===== src/rtl/booth_mult_arbiter.sv =====
// booth_mult_arbiter
// Round-robin front-end sharing one WIDTHxWIDTH signed Booth multiplier between
// NREQ requesters. Latches the winner's operands, sequences the multiplier's
// load/run phases and returns the product with the winner's ID over valid/ready.
// Optional feature: define BOOTH_ARB_TIMEOUT_EN to compile in a RUN watchdog
// that aborts after TIMEOUT cycles with rsp_err=1 and a zero product.

module booth_mult_arbiter #(
    parameter int NREQ        = 4,
    parameter int WIDTH       = 8,
    parameter int LOAD_CYCLES = 2,
    parameter int TIMEOUT     = 31
) (
    input  logic                    clk,
    input  logic                    rst,
    input  logic [NREQ-1:0]         req,
    input  logic [NREQ*WIDTH-1:0]   a,
    input  logic [NREQ*WIDTH-1:0]   b,
    output logic [NREQ-1:0]         gnt,
    output logic                    rsp_valid,
    input  logic                    rsp_ready,
    output logic [$clog2(NREQ)-1:0] rsp_id,
    output logic [2*WIDTH-1:0]      rsp_product,
    output logic                    rsp_err,
    output logic [WIDTH-1:0]        mul_multi,
    output logic [WIDTH-1:0]        mul_multiplier,
    output logic                    mul_load,
    input  logic                    mul_done,
    input  logic [2*WIDTH-1:0]      mul_product
);

    localparam int IDW = $clog2(NREQ);
    localparam int LCW = (LOAD_CYCLES > 1) ? $clog2(LOAD_CYCLES) : 1;
    localparam logic [LCW-1:0] LC_LAST  = LCW'(LOAD_CYCLES - 1);
    localparam logic [IDW-1:0] LAST_RST = IDW'(NREQ - 1);
    localparam logic [IDW:0]   NREQ_W   = (IDW + 1)'(NREQ);

    // Elaboration-time parameter range check
    if (NREQ < 2 || NREQ > 8 || LOAD_CYCLES < 1 || TIMEOUT < 1) begin : g_bad_cfg
        $error("booth_mult_arbiter: parameter out of range");
    end

    typedef enum logic [1:0] {
        IDLE,
        LOAD,
        RUN,
        RESP
    } state_e;

    state_e state_q, state_d;

    logic [IDW-1:0]     last_q, last_d;
    logic [IDW-1:0]     id_q, id_d;
    logic [WIDTH-1:0]   multi_q, multi_d;
    logic [WIDTH-1:0]   mplier_q, mplier_d;
    logic [LCW-1:0]     load_cnt_q, load_cnt_d;
    logic [2*WIDTH-1:0] product_q, product_d;

    logic               pick_valid;
    logic [IDW-1:0]     pick_id;
    logic [WIDTH-1:0]   pick_a;
    logic [WIDTH-1:0]   pick_b;
    logic               abort;

`ifdef BOOTH_ARB_TIMEOUT_EN
    localparam int TCW = $clog2(TIMEOUT + 1);

    logic [TCW-1:0] run_cnt_q, run_cnt_d;
    logic           err_q, err_d;

    // Watchdog next state: count RUN cycles, flag abort on the last allowed one
    always_comb begin
        run_cnt_d = (state_q == RUN) ? run_cnt_q + 1'b1 : '0;
        err_d     = err_q;
        if (state_q == RUN) begin
            if (mul_done) begin
                err_d = 1'b0;
            end else if (abort) begin
                err_d = 1'b1;
            end
        end
    end

    assign abort = (state_q == RUN) && !mul_done && (run_cnt_q == TCW'(TIMEOUT - 1));

    // Watchdog registers
    always_ff @(posedge clk or negedge rst) begin
        if (!rst) begin
            run_cnt_q <= '0;
            err_q     <= 1'b0;
        end else begin
            run_cnt_q <= run_cnt_d;
            err_q     <= err_d;
        end
    end

    assign rsp_err = err_q;
`else
    assign abort   = 1'b0;
    assign rsp_err = 1'b0;
`endif

    // Round-robin pick: first set req bit searching from last+1 with wrap-around
    always_comb begin
        logic [IDW:0] idx;
        idx        = '0;
        pick_valid = 1'b0;
        pick_id    = '0;
        for (int unsigned i = 1; i <= NREQ; i++) begin
            idx = {1'b0, last_q} + (IDW + 1)'(i);
            if (idx >= NREQ_W) begin
                idx = idx - NREQ_W;
            end
            if (!pick_valid && req[idx[IDW-1:0]]) begin
                pick_valid = 1'b1;
                pick_id    = idx[IDW-1:0];
            end
        end
    end

    // Operand mux for the picked requester
    always_comb begin
        pick_a = '0;
        pick_b = '0;
        for (int unsigned i = 0; i < NREQ; i++) begin
            if (pick_id == IDW'(i)) begin
                pick_a = a[i*WIDTH +: WIDTH];
                pick_b = b[i*WIDTH +: WIDTH];
            end
        end
    end

    // FSM state register
    always_ff @(posedge clk or negedge rst) begin
        if (!rst) begin
            state_q <= IDLE;
        end else begin
            state_q <= state_d;
        end
    end

    // FSM next-state logic
    always_comb begin
        state_d = state_q;
        case (state_q)
            IDLE: if (pick_valid) state_d = LOAD;
            LOAD: if (load_cnt_q == LC_LAST) state_d = RUN;
            RUN:  if (mul_done || abort) state_d = RESP;
            RESP: if (rsp_valid && rsp_ready) state_d = IDLE;
            default: state_d = IDLE;
        endcase
    end

    // FSM outputs: grant pulse in first LOAD cycle, valid in RESP, multiplier runs only in RUN
    always_comb begin
        gnt       = '0;
        rsp_valid = 1'b0;
        mul_load  = 1'b1;
        case (state_q)
            LOAD: if (load_cnt_q == '0) gnt[id_q] = 1'b1;
            RUN:  mul_load = 1'b0;
            RESP: rsp_valid = 1'b1;
            default: ;
        endcase
    end

    // Datapath next state: operands and ID only change on the IDLE capture
    always_comb begin
        last_d     = last_q;
        id_d       = id_q;
        multi_d    = multi_q;
        mplier_d   = mplier_q;
        load_cnt_d = load_cnt_q;
        product_d  = product_q;
        case (state_q)
            IDLE: begin
                load_cnt_d = '0;
                if (pick_valid) begin
                    last_d   = pick_id;
                    id_d     = pick_id;
                    multi_d  = pick_a;
                    mplier_d = pick_b;
                end
            end
            LOAD: load_cnt_d = load_cnt_q + 1'b1;
            RUN: begin
                if (mul_done) begin
                    product_d = mul_product;
                end else if (abort) begin
                    product_d = '0;
                end
            end
            default: ;
        endcase
    end

    // Datapath registers
    always_ff @(posedge clk or negedge rst) begin
        if (!rst) begin
            last_q     <= LAST_RST;
            id_q       <= '0;
            multi_q    <= '0;
            mplier_q   <= '0;
            load_cnt_q <= '0;
            product_q  <= '0;
        end else begin
            last_q     <= last_d;
            id_q       <= id_d;
            multi_q    <= multi_d;
            mplier_q   <= mplier_d;
            load_cnt_q <= load_cnt_d;
            product_q  <= product_d;
        end
    end

    assign rsp_id         = id_q;
    assign rsp_product    = product_q;
    assign mul_multi      = multi_q;
    assign mul_multiplier = mplier_q;

endmodule


===== config.mk =====
export PLATFORM = sky130hd
export DESIGN_NAME = booth_mult_arbiter
export DESIGN_NICKNAME = d
export VERILOG_FILES = /design/src/rtl/booth_mult_arbiter.sv
export SDC_FILE = /design/constraint.sdc
export NUM_CORES = 1
export LEC_CHECK = 0
export BUFFER_PORTS_ARGS = -buffer_cell sky130_fd_sc_hd__buf_2
export CAP_MARGIN = 20
export CORE_MARGIN = 3
export CORE_UTILIZATION = 39
export CTS_CLUSTER_SIZE = 25
export DETAILED_ROUTE_END_ITERATION = 10
export HOLD_SLACK_MARGIN = 0.02
export PLACE_DENSITY = 0.86
export RECOVER_POWER = 25
export REMOVE_ABC_BUFFERS = 1
export SKIP_LAST_GASP = 1
export SLEW_MARGIN = 20
export SYNTH_ARGS = -nofsm -noshare
export SYNTH_HDL_FRONTEND = slang
export SYNTH_SLANG_ARGS = --single-unit

===== constraint.sdc =====
create_clock -name clk -period 1.6 [get_ports clk]
set_input_delay 0.32 -clock clk [delete_from_list [all_inputs] [get_ports clk]]
set_output_delay 0.32 -clock clk [all_outputs]
set_load 0.01 [all_outputs]

## Word level (Yosys, flattened, before mapping)

Cells that the tools add are included.
W data, S select, Z words.

- Word-level logic and storage cells: 90
- Output and inout port bits: 41
- Register bits after elaboration: 39

- Magnitude comparators: 10
- Mux-type cells: 40
- Add/sub/neg operators: 9
- Equal/unequal tests: 10
- Reduce and logical (&&, ||, !) cells: 14

Operator list:

| operator | number |
|---|---|
| $mux W8 | 8 |
| $mux W2 | 12 |
| $lt A2 B3 Y1 const B | 5 |
| $ge A3 B3 Y1 const B | 4 |
| $mux W1 | 11 |
| $bmux W1 S2 | 4 |
| $eq A2 B2 Y1 const B | 4 |
| $mux W4 | 2 |
| $ne A2 B2 Y1 const B | 4 |
| $pmux W2 S4 | 1 |
| $sub A2 B1 Y2 const B | 4 |
| $add A2 B2 Y3 const B | 2 |
| $logic_and A1 B1 Y1 | 5 |
| $eq A2 B1 Y1 const B | 2 |
| $logic_not A2 Y1 | 2 |
| $reduce_and A2 Y1 | 2 |
| $reduce_and A4 Y1 | 1 |
| $add A2 B1 Y3 const B | 1 |
| $add A2 B3 Y3 const B | 1 |
| $logic_not A1 Y1 | 3 |
| $demux W1 S2 | 1 |
| $ge A2 B1 Y1 const B | 1 |
| $pmux W1 S2 | 1 |
| $reduce_bool A2 Y1 | 1 |
| $add A1 B1 Y1 const B | 1 |

## Longest topological paths before layout

Gate-level depths: netlist of the first run.

- Depth after elaboration: 20
- Depth in mapped cells: 7
- Gate-level depth less buffers: 7

## Least setup slack after synthesis of the first run

No wires, ideal clock.

- Path kind: register -> register
- Start point: register last_q[0]
- End point: register multi_q[2] (netlist: mul_multi[2])
- Period minus slack after synthesis: 1624 ps
- Library setup time: 132 ps
- Cell stages (with the launch flop): 8
- Data arrival time: 1493 ps
- Data required time: 1468 ps
- Path slack: -24 ps
- Path through: dfstp_2 -> and2b_1 -> o21ai_1 -> o311ai_1 -> buf_6 -> buf_12 -> mux2i_1 -> o221ai_2

- Word-level cells in the longest chain between the ends: 20

RTL lines:

| element | RTL line | text |
|---|---|---|
| start: declaration | 52 | `logic [IDW-1:0] last_q, last_d;` |
| start signal: assignment | 207 | `last_q <= last_d;` |
| $add A2 B1 Y3 | 110 | `idx = {1'b0, last_q} + (IDW + 1)'(i);` |
| $ge A3 B3 Y1 or $sub A2 B1 Y2 (tied branches) | 111, 112 |  |
| $mux W2 | 111 | `if (idx >= NREQ_W) begin` |
| $bmux W1 S2 | 114 | `if (!pick_valid && req[idx[IDW-1:0]]) begin` |
| $mux W1 (not written as such) | 114 |  |
| $mux W1 | 114 |  |
| $logic_not A1 Y1 | 114 |  |
| $logic_and A1 B1 Y1 | 114 |  |
| $mux W1 | 114 |  |
| $logic_not A1 Y1 | 114 |  |
| $logic_and A1 B1 Y1 | 114 |  |
| $mux W1 | 114 |  |
| $logic_not A1 Y1 | 114 |  |
| $logic_and A1 B1 Y1 | 114 |  |
| $mux W2 | 114 |  |
| $logic_not A2 Y1 | 126 | `if (pick_id == IDW'(i)) begin` |
| $mux W8 (4 in a row) | 126 |  |
| end signal: assignment | 209 | `multi_q <= multi_d;` |
| end: declaration | 54 | `logic [WIDTH-1:0] multi_q, multi_d;` |

Parallel ways exist; a longest one is shown, timed or not. The select of a mux whose other input is x is not followed.
A chain may end at the register's enable or synchronous reset.

## Worst setup path after layout of the first run

Same ends and word-level chain as after synthesis.

==> results of run 1 <==
## stage by stage
stage | setup TNS, ns | area [um^2] | setup WS, ns | hold WS [ns] | utilization [%]
final | -2.17 | 3170 | -0.149 | 0.263 | 60.6
after floorplan | -55.68 | 2020 | -3.07 | 0.0244 | -
after global routing | -3.91 | 3170 | -0.240 | 0.249 | 60.6
after global placement | -1.21 | 2920 | -0.0905 | 0.275 | 55.7
after CTS | -2.50 | 3120 | -0.168 | 0.254 | 59.5
after detailed placement | -2.93 | 2920 | -0.228 | 0.272 | 55.7
## final cells by class
cell class              count  area [um^2]  share of cell area (%)
flip-flops and latches     39          980                    30.9
multi-input cells         123         1130                    35.7
clock inverters             2         35.0                    1.10
inverters                   5         18.8                   0.592
well taps                  70         87.6                    2.76
repair buffers            145          836                    26.4
clock buffers               6         82.6                    2.60
## cells in the final DEF, fill, tap and decap left out, types with 2 or more instances in the layout
cell / count
buf_2: 125
dfrtp_1: 36
mux2i_1: 28
nand2_1: 26
mux2_2: 18
buf_4: 11
o221ai_1: 10
o221ai_2: 7
nor2_1: 6
clkbuf_8: 6
buf_12: 4
mux2i_2: 3
buf_6: 3
inv_1: 2
inv_2: 2
and2b_1: 2
nor2b_1: 2
o21ai_2: 2
ha_1: 2
ha_4: 2
dfstp_2: 2
## repair_timing
| action | CTS | global route |
|---|---|---|
| cloned | 0 | 0 |
| gates resized for setup | 10 | 11 |
| endpoints found under the setup margin | 22 | 26 |
| buffers inserted | 4 | 3 |
| pin swaps | 0 | 2 |
| hold endpoints to repair | 14 | 0 |
| hold buffers | 1 | 0 |
## report_power, final
group	internal [uW]	switching, uW
combinational	1670	1560
sequential	1510	299
clock	505	338
## flip-flops by register name, summed over array words and instances (netlist names)
register and count:
rsp_product 16, mul_multi 8, mul_multiplier 8, last_q 2, rsp_id 2, state_q 2, load_cnt_q 1
## worst max-delay path: stages, from the launching register on
cell and delay, ns:
dfstp_2 0.54, and2b_1 0.21, o21ai_2 0.19, o311ai_4 0.14, buf_12 0.21, mux2i_1 0.21
o221ai_2 0.12
## worst max-delay path by stage
stage                     startpoint      endpoint  cells after the start
final                      last_q[0]  mul_multi[2]                      6
after global placement     last_q[0]  mul_multi[6]                      6
after global routing       last_q[0]  mul_multi[0]                      6
after CTS                  last_q[0]  mul_multi[2]                      6
after detailed placement   last_q[0]  mul_multi[2]                      6
after floorplan               req[2]  mul_multi[2]                      3
## kinds of logic (layout without fill, tap and decap cells)
| kind of cell | after synthesis | in the layout | synth area share, % |
|---|---|---|---|
| adder cells (fa/ha/maj) | 4 | 4 | 2.32 |
| AND/OR/NAND/NOR | 43 | 43 | 8.77 |
| flip-flops | 39 | 39 | 45.4 |
| other | 1 | 1 | 0.174 |
| multiplexers | 50 | 50 | 24.3 |
| AO/OA/AOI/OAI | 25 | 25 | 11.9 |
| buffers and inverters | 17 | 158 | 7.09 |
## per-layer routing
| layer | up-vias | global-route usage [%] | share of wire [%] |
|---|---|---|---|
| li1 | 929 | - | - |
| met1 | 903 | 20.5 | 37 |
| met2 | 62 | 33.2 | 55 |
| met3 | 7 | 4.71 | 6.1 |
| met4 | 0 | 4.56 | 1.1 |
| met5 | - | 0 | 0 |
==> metrics.txt, run 1 <==
Max Freq=572 MHz; critical path type=flip-flop to flip-flop; Num CTS Buffers=5; n_diodes=0; FF-to-FF setup slack=-0.15 ns; Initial Util=41.1%; failing checks=negative setup slack; outcome=finished, violations left; total track usage=18.0%; Crit path required time=1.77 ns; ys async rst share=100%; die height=80.3 um; port bufs=127; Inst Count DP=375; most common cell in the netlist=dfrtp_1; root buf cell=clkbuf_8; Synth Register Bits=39; CTS tree=done; Cell variety after synth=30; layout cell share with drive strength beyond 1=60.9%; CTS Buffer Depth=2; Max Transition Viols Final=0; top post-synthesis cells by area=dfrtp_1 (43%), mux2i_1 (15%), mux2_2 (9.4%); Setup Viol. Count Final=22; clock insertion delay at the later pin of the skew report=0.28 ns; EDFF count, synth=0; via count=1901; fillers=445; vias in the first global route=2020; CP arrival=1.91 ns; DR WL/cell=14.8 um; Crit Reg-Reg Startpoint=last_q[0]; # nets final=411; Max-Cap Viols=0; Yosys top cell area share=43.0%; die area=6450 um^2; critical path peak fanout=23; post-route ant nets=0; final wirelength=5780 um; Peak VDD IR=0.876 mV; Fin. Hold Viols=0; 1st-iter DRT viols=67; final setup margin=-0.149 ns; cell count after synthesis=179; Worst Max-Slew Pin Slew=0.934 ns; crit start category=flip-flop; crit share post-route=109%; slew margin rel.=37.7%; RSZ-0062 raised after global routing=true; global-route wire length before repair=9140 um; residual DRC count=0; Crit. End Element=flip-flop; HP Start=mul_product[0]; H-tree depth=2; Synth Flop Type=dfrtp_1; Synth area leader=dfrtp_1; synth cell count leaders=dfrtp_1 (37), mux2i_1 (32), nand2_1 (26), mux2_2 (18), o221ai_1 (10); R2R Path End=mul_multi[2]; Total Power=5880 uW; core area=5240 um^2; num rows=26; pin count of the biggest net entering global routing=24; Final Wtd Congestion=0.799; die width=80.3 um; hold crit path type=primary input to flip-flop; Mean Syn Cell Area=12.0 um^2; drt via density=4.87; Clk pin slew, worst setup/hold paths=0.08 ns; Cell Area, Synth=2150 um^2; Hold Crit Depth=2; register area share after synthesis=45.4%; Finished Layout Cells=390; Layout Skew=0.00634 ns; number of synthesis warnings=0; Static Leakage=0.00165 uW; Hold Path End=rsp_product[0]; reg2reg path depth=6; TritonRoute pass-1 iters=4; Clock Sinks=39; P&R area growth vs syn=47.3%; initial antenna violation count=0; Tmin final=1.75 ns; Top Ports=129; global route total overflow=0; Cell Pwr Density=1850 nW/um^2; Final HPWL DP=4480 um
(Power assumes the default switching activity.)
==> run 2, diff against run 1 <==
CORE_UTILIZATION = 43   (was 39)
PLACE_DENSITY = 0.9   (was 0.86)
clock period = 1.82 ns   (was 1.6 ns; I/O delays follow)
==> metrics.txt, run 2 (synthesized netlist as in run 1, its figures left out) <==
outcome=finished clean (was finished, violations left); Crit path required time=2.01 ns (was 1.77 ns); layout cell share with drive strength beyond 1=57.2% (was 60.9%); critical path type=flip-flop to flip-flop (unchanged); Max Transition Viols Final=0 (unchanged); commonest non-fill, non-tap cell in the layout=buf_2 (unchanged); FF-to-FF setup slack=0.05 ns (was -0.15 ns); critical path peak fanout=14 (was 23); Post-CTS Repair Setup Buffers=0 (was 4); Peak VDD IR=0.835 mV (was 0.876 mV); Static Leakage=0.00160 uW (was 0.00165 uW); Int Power=3160 uW (was 3680 uW); CP arrival=1.96 ns (was 1.91 ns); global-route wire length before repair=8800 um (was 9140 um); core area=4790 um^2 (was 5240 um^2); Reg area=978 um^2 (was 980 um^2); Hold Crit Depth=2 (unchanged); post-route setup TNS=0 ns (was -2.17 ns); hold crit path type=primary input to flip-flop (unchanged); Top Ports=129 (unchanged); port bufs=127 (unchanged); # nets final=404 (was 411); Fin. Hold Viols=0 (unchanged); Cell Pwr Density=1650 nW/um^2 (was 1850 nW/um^2); total track usage=18.3% (was 18.0%); Crit. End Element=flip-flop (unchanged); Total Power=5020 uW (was 5880 uW); Worst Max-Slew Pin Slew=1.35 ns (was 0.934 ns); multi-input combinational cell area=1080 um^2 (was 1130 um^2); CP top delay family=compound AO/OA/AOI/OAI gates (was flip-flops); switching share of power=37.1% (was 37.3%); Initial Util=45.0% (was 41.1%); Inst Count DP=372 (was 375); pin count of the biggest net entering global routing=29 (was 24); via count=1870 (was 1901); hold_buf cts=0 (was 1); reg2reg path depth=5 (was 6); global route total overflow=0 (unchanged); switching power=1860 uW (was 2190 uW); die area=5890 um^2 (was 6450 um^2); Final Wtd Congestion=0.764 (was 0.799); Layout Skew=0.00897 ns (was 0.00634 ns); vias in the first global route=1938 (was 2020); worst path bufs/invs=1 (unchanged); initial antenna violation count=0 (unchanged); Clock power frac=17.0% (was 14.3%); TritonRoute pass-1 iters=4 (unchanged); crit share post-route=97.2% (was 109%); CTS tree=done (unchanged); RSZ-0062 raised after global routing=true (unchanged); clock insertion delay at the later pin of the skew report=0.29 ns (was 0.28 ns); critical path, cell by cell=and2b_1 > a211oi_1 > nand2b_1 > buf_4 > o221ai_1 (was and2b_1 > o21ai_2 > o311ai_4 > buf_12 > mux2i_1 > o221ai_2); slew margin rel.=9.76% (was 37.7%); Crit Reg-Reg Startpoint=last_q[0] (unchanged); Hold Path End=rsp_product[0] (unchanged); Combinational Power Share=51.1% (was 54.9%); root buf cell=clkbuf_8 (unchanged); Final HPWL DP=4420 um (was 4480 um); P&R area growth vs syn=41.1% (was 47.3%); post-route ant nets=0 (unchanged); DR WL/cell=14.4 um (was 14.8 um); worst hold slack=0.307 ns (was 0.263 ns); R2R Path End=mul_multiplier[6] (was mul_multi[2]); sequential share of power=31.9% (was 30.8%); Max-Cap Viols=0 (unchanged); Setup Viol. Count Final=0 (was 22); final wirelength=5490 um (was 5780 um); slowest CP cell=dfstp_2 (unchanged); residual DRC count=0 (unchanged); Max Freq=565 MHz (was 572 MHz); die width=76.8 um (was 80.3 um); commonest cells after routing, fill and taps aside=buf_2 (126), dfrtp_1 (37), mux2i_1 (31), nand2_1 (26), mux2_2 (18) (was buf_2 (125), dfrtp_1 (36), mux2i_1 (28), nand2_1 (26), mux2_2 (18)); H-tree depth=2 (unchanged); Critical Path Max Stage Delay=0.54 ns (about the same); 1st-iter DRT viols=46 (was 67); HP Start=mul_product[0] (unchanged); Clock Sinks=39 (unchanged); max FFs per register=16 (unchanged); crit start category=flip-flop (unchanged); Finished Layout Cells=380 (was 390); n_diodes=0 (unchanged); die height=76.8 um (was 80.3 um); num rows=25 (was 26); Num CTS Buffers=5 (unchanged); fillers=392 (was 445); drt via density=4.92 (was 4.87); Clk pin slew, worst setup/hold paths=0.08 ns (about the same); CTS Buffer Depth=2 (unchanged); Tmin final=1.77 ns (was 1.75 ns)
-- run 2: changes by cell type in the layout (fill, tap and decap cells not counted), sizes merged --
| cell | change |
|---|---|
| bufinv | +1 |
| buf | -7 |
| clkinv | -1 |
| dlygate4sd3 | -1 |
| clkinvlp | +1 |
-- run 2: cell type report --
class	instances	share of cell area, %
sequential	39	32.2
multi-input combinational	123	35.6
clock inverter	3	2.22
inverter	5	0.618
tap	67	2.76
timing repair buffer	138	24.3
clock buffer	5	2.27
-- run 2: worst max-delay path by stage --
| stage | from | endpoint | slack [ns] | cells after the start |
|---|---|---|---|---|
| 4_1_cts | state_q[1] | gnt[3] | 0.004 | 5 |
| 3_3_place_gp | last_q[0] | mul_multi[2] | 0.05 | 6 |
| 6_report | last_q[0] | mul_multiplier[6] | 0.05 | 5 |
| 2_1_floorplan | req[2] | mul_multi[2] | -2.89 | 3 |
| 3_5_place_dp | last_q[0] | mul_multi[3] | 0.03 | 6 |
| 5_1_grt | last_q[0] | mul_multiplier[6] | -0.04 | 5 |
-- run 2: through the flow --
step / util [%] / cell area [um^2] / setup WS, ns
after floorplan: - / 2020 / -2.89
after global placement: 60.1 / 2880 / 0.0525
after detailed placement: 60.1 / 2880 / 0.0325
after CTS: 63.1 / 3020 / 0.00371
after global routing: 63.5 / 3040 / -0.0381
final: 63.5 / 3040 / 0.0516
-- run 2: repair_timing --
action | in CTS | in global routing
gates resized for setup | 3 | 5
endpoints found under the hold margin | 0 | 0
cloned | 0 | 0
setup endpoints to repair | 3 | 19
-- run 2: power by group through the flow --
stage,clock network (uW),logic [uW],registers [uW]
after floorplan,0,1450,1740
after global placement,0,2470,1560
after detailed placement,0,2540,1600
after CTS,877,2570,1590
after global routing,915,2810,1660
final,851,2570,1600
-- run 2: per-layer routing --
metal | track usage, % | vias up | wire length, um
li1 | - | 911 | -
met1 | 20.5 | 885 | 2200
met2 | 32.1 | 72 | 2770
met3 | 7.16 | 2 | 497
met4 | 5.07 | 0 | 24
met5 | 0 | - | 0
==> run 3, diff against run 2 <==
CAP_MARGIN = 15   (was 20)
REMOVE_ABC_BUFFERS = unset   (was 1)
SETUP_SLACK_MARGIN = 0.1   (was unset)
==> metrics.txt, run 3 (synthesized netlist as in run 1, its figures left out) <==
outcome=finished clean (unchanged); Initial Util=45.0% (unchanged); global route total overflow=0 (unchanged); via count=1944 (was 1870); commonest non-fill, non-tap cell in the layout=buf_2 (unchanged); Worst Max-Slew Pin Slew=0.911 ns (was 1.35 ns); CTS tree=done (unchanged); n_diodes=0 (unchanged); Top Ports=129 (unchanged); Setup Viol. Count Final=0 (unchanged); DR WL/cell=15.0 um (was 14.4 um); RSZ-0062 raised after global routing=true (unchanged); final setup margin=0.0961 ns (was 0.0516 ns); fillers=386 (was 392); met2 GRT Util=36.1% (was 32.1%); Clk pin slew, worst setup/hold paths=0.08 ns (about the same); post-route ant nets=0 (unchanged); Final HPWL DP=4580 um (was 4420 um); clock insertion delay at the later pin of the skew report=0.28 ns (was 0.29 ns); drt via density=5.08 (was 4.92); Max Freq=580 MHz (was 565 MHz); FF-to-FF setup slack=0.1 ns (was 0.05 ns); CP arrival=1.88 ns (was 1.96 ns); final wirelength=5760 um (was 5490 um); Max Transition Viols Final=0 (unchanged); Crit path required time=1.97 ns (was 2.01 ns); vias in the first global route=2071 (was 1938); Layout Skew=0.00557 ns (was 0.00897 ns); slowest CP cell=dfstp_2 (unchanged); critical path, cell by cell=and2b_1 > o21ai_2 > o311ai_4 > buf_12 > mux2i_1 > o221ai_1 (was and2b_1 > a211oi_1 > nand2b_1 > buf_4 > o221ai_1); Final Wtd Congestion=0.794 (was 0.764); worst path bufs/invs=1 (unchanged); Clock Sinks=39 (unchanged); slew margin rel.=39.2% (was 9.76%); Max-Cap Viols=0 (unchanged); residual DRC count=0 (unchanged); port bufs=127 (unchanged); H-tree depth=2 (unchanged); # nets final=407 (was 404); Crit. End Element=flip-flop (unchanged); GRT busiest layer=met2 (unchanged); critical path peak fanout=16 (was 14); Num CTS Buffers=5 (unchanged); die height=76.8 um (unchanged); Cell Pwr Density=1650 nW/um^2 (about the same); Critical Path Max Stage Delay=0.53 ns (was 0.54 ns); Syn Nets=271; layout cell share with drive strength beyond 1=55.4% (was 57.2%); 1st-iter DRT viols=36 (was 46); routing usage on met1=20.9% (was 20.5%); M3 GR Usage=8.10% (was 7.16%); initial antenna violation count=0 (unchanged); total track usage=19.6% (was 18.3%); Total Power=5130 uW (was 5020 uW); Tmin final=1.72 ns (was 1.77 ns); Static Leakage=0.00157 uW (was 0.00160 uW); die width=76.8 um (unchanged); CTS Buffer Depth=2 (unchanged); crit start category=flip-flop (unchanged); hold crit path type=primary input to flip-flop (unchanged); critical path type=flip-flop to flip-flop (unchanged); Peak VDD IR=0.972 mV (was 0.835 mV); post-route setup TNS=0 ns (unchanged); P&R area growth vs syn=44.2% (was 41.1%); pin count of the biggest net entering global routing=25 (was 29); Placement Cell Area=2870 um^2 (was 2880 um^2); TritonRoute pass-1 iters=4 (unchanged); num rows=25 (unchanged); die area=5890 um^2 (unchanged); core area=4790 um^2 (unchanged); dpl ws=0.0464 ns (was 0.0325 ns); commonest cells after routing, fill and taps aside=buf_2 (113), dfrtp_1 (37), nand2_1 (26), mux2i_1 (25), mux2_2 (18) (was buf_2 (126), dfrtp_1 (37), mux2i_1 (31), nand2_1 (26), mux2_2 (18)); utilization of the core after routing=64.9% (was 63.5%); Fin. Hold Viols=0 (unchanged); CP top delay family=flip-flops (was compound AO/OA/AOI/OAI gates); global-route wire length before repair=9400 um (was 8800 um); root buf cell=clkbuf_8 (unchanged); max FFs per register=16 (unchanged); crit share post-route=94.7% (was 97.2%); finished layout cell area=3100 um^2 (was 3040 um^2)
[run 3: changes by cell type in the layout (fill, tap and decap cells not counted)]
cell	change
buf_2	-13
clkbuf_1	+13
mux2i_1	-6
mux2i_2	+4
buf_4	+2
mux2i_4	+2
buf_12	+1
clkinvlp_4	-1
dlygate4sd3_1	+1
nor3_1	-1
nor3_2	+1
[run 3: layout make-up]
| class | count | area, um^2 | share of cell area [%] |
|---|---|---|---|
| Clock buffer | 6 | 72.6 | 2.34 |
| Sequential cell | 39 | 978 | 31.5 |
| Clock inverter | 2 | 60.1 | 1.93 |
| Inverter | 5 | 18.8 | 0.605 |
| Timing Repair Buffer | 141 | 763 | 24.6 |
| Tap cell | 67 | 83.8 | 2.70 |
| Multi-Input combinational cell | 123 | 1130 | 36.3 |
[run 3: worst paths after layout]
| check | start | to | cells past startpoint |
|---|---|---|---|
| min in group asynchronous | rst | state_q[1] | 2 |
| max reg2reg | last_q[0] | mul_multiplier[6] | 6 |
| max in group asynchronous | rst | mul_multiplier[6] | 3 |
| min reg2reg | last_q[1] | last_q[1] | 2 |
| min | mul_product[14] | rsp_product[14] | 2 |
| max | last_q[0] | mul_multiplier[6] | 6 |
[run 3: stage by stage]
step                      hold slack [ns]  cells
after CTS                           0.298    380
after global placement              0.294    370
after detailed placement            0.296    370
after global routing                0.296    383
after floorplan                    0.0684    179
final                               0.309    383
[run 3: timing repair]
action / CTS / global route
hold buffers: 1 / 0
gates cloned: 0 / 0
pin swaps: 0 / 0
buffers inserted: 1 / 3
endpoints found under the hold margin: 13 / 0
endpoints found under the setup margin: 17 / 20
gates resized for setup: 10 / 8
[run 3: where the power goes]
group | internal [uW] | total (uW) | leakage [uW] | switching [uW]
logic | 1350 | 2680 | 0.00104 | 1330
registers | 1330 | 1600 | 0.000470 | 278
clock network | 548 | 838 | 0.0000654 | 290
[run 3: per-layer routing]
layer / routed length (um) / up-vias
met5: 0 / -
met4: 42 / 0
met3: 609 / 4
met2: 2940 / 101
met1: 2170 / 919
li1: - / 920
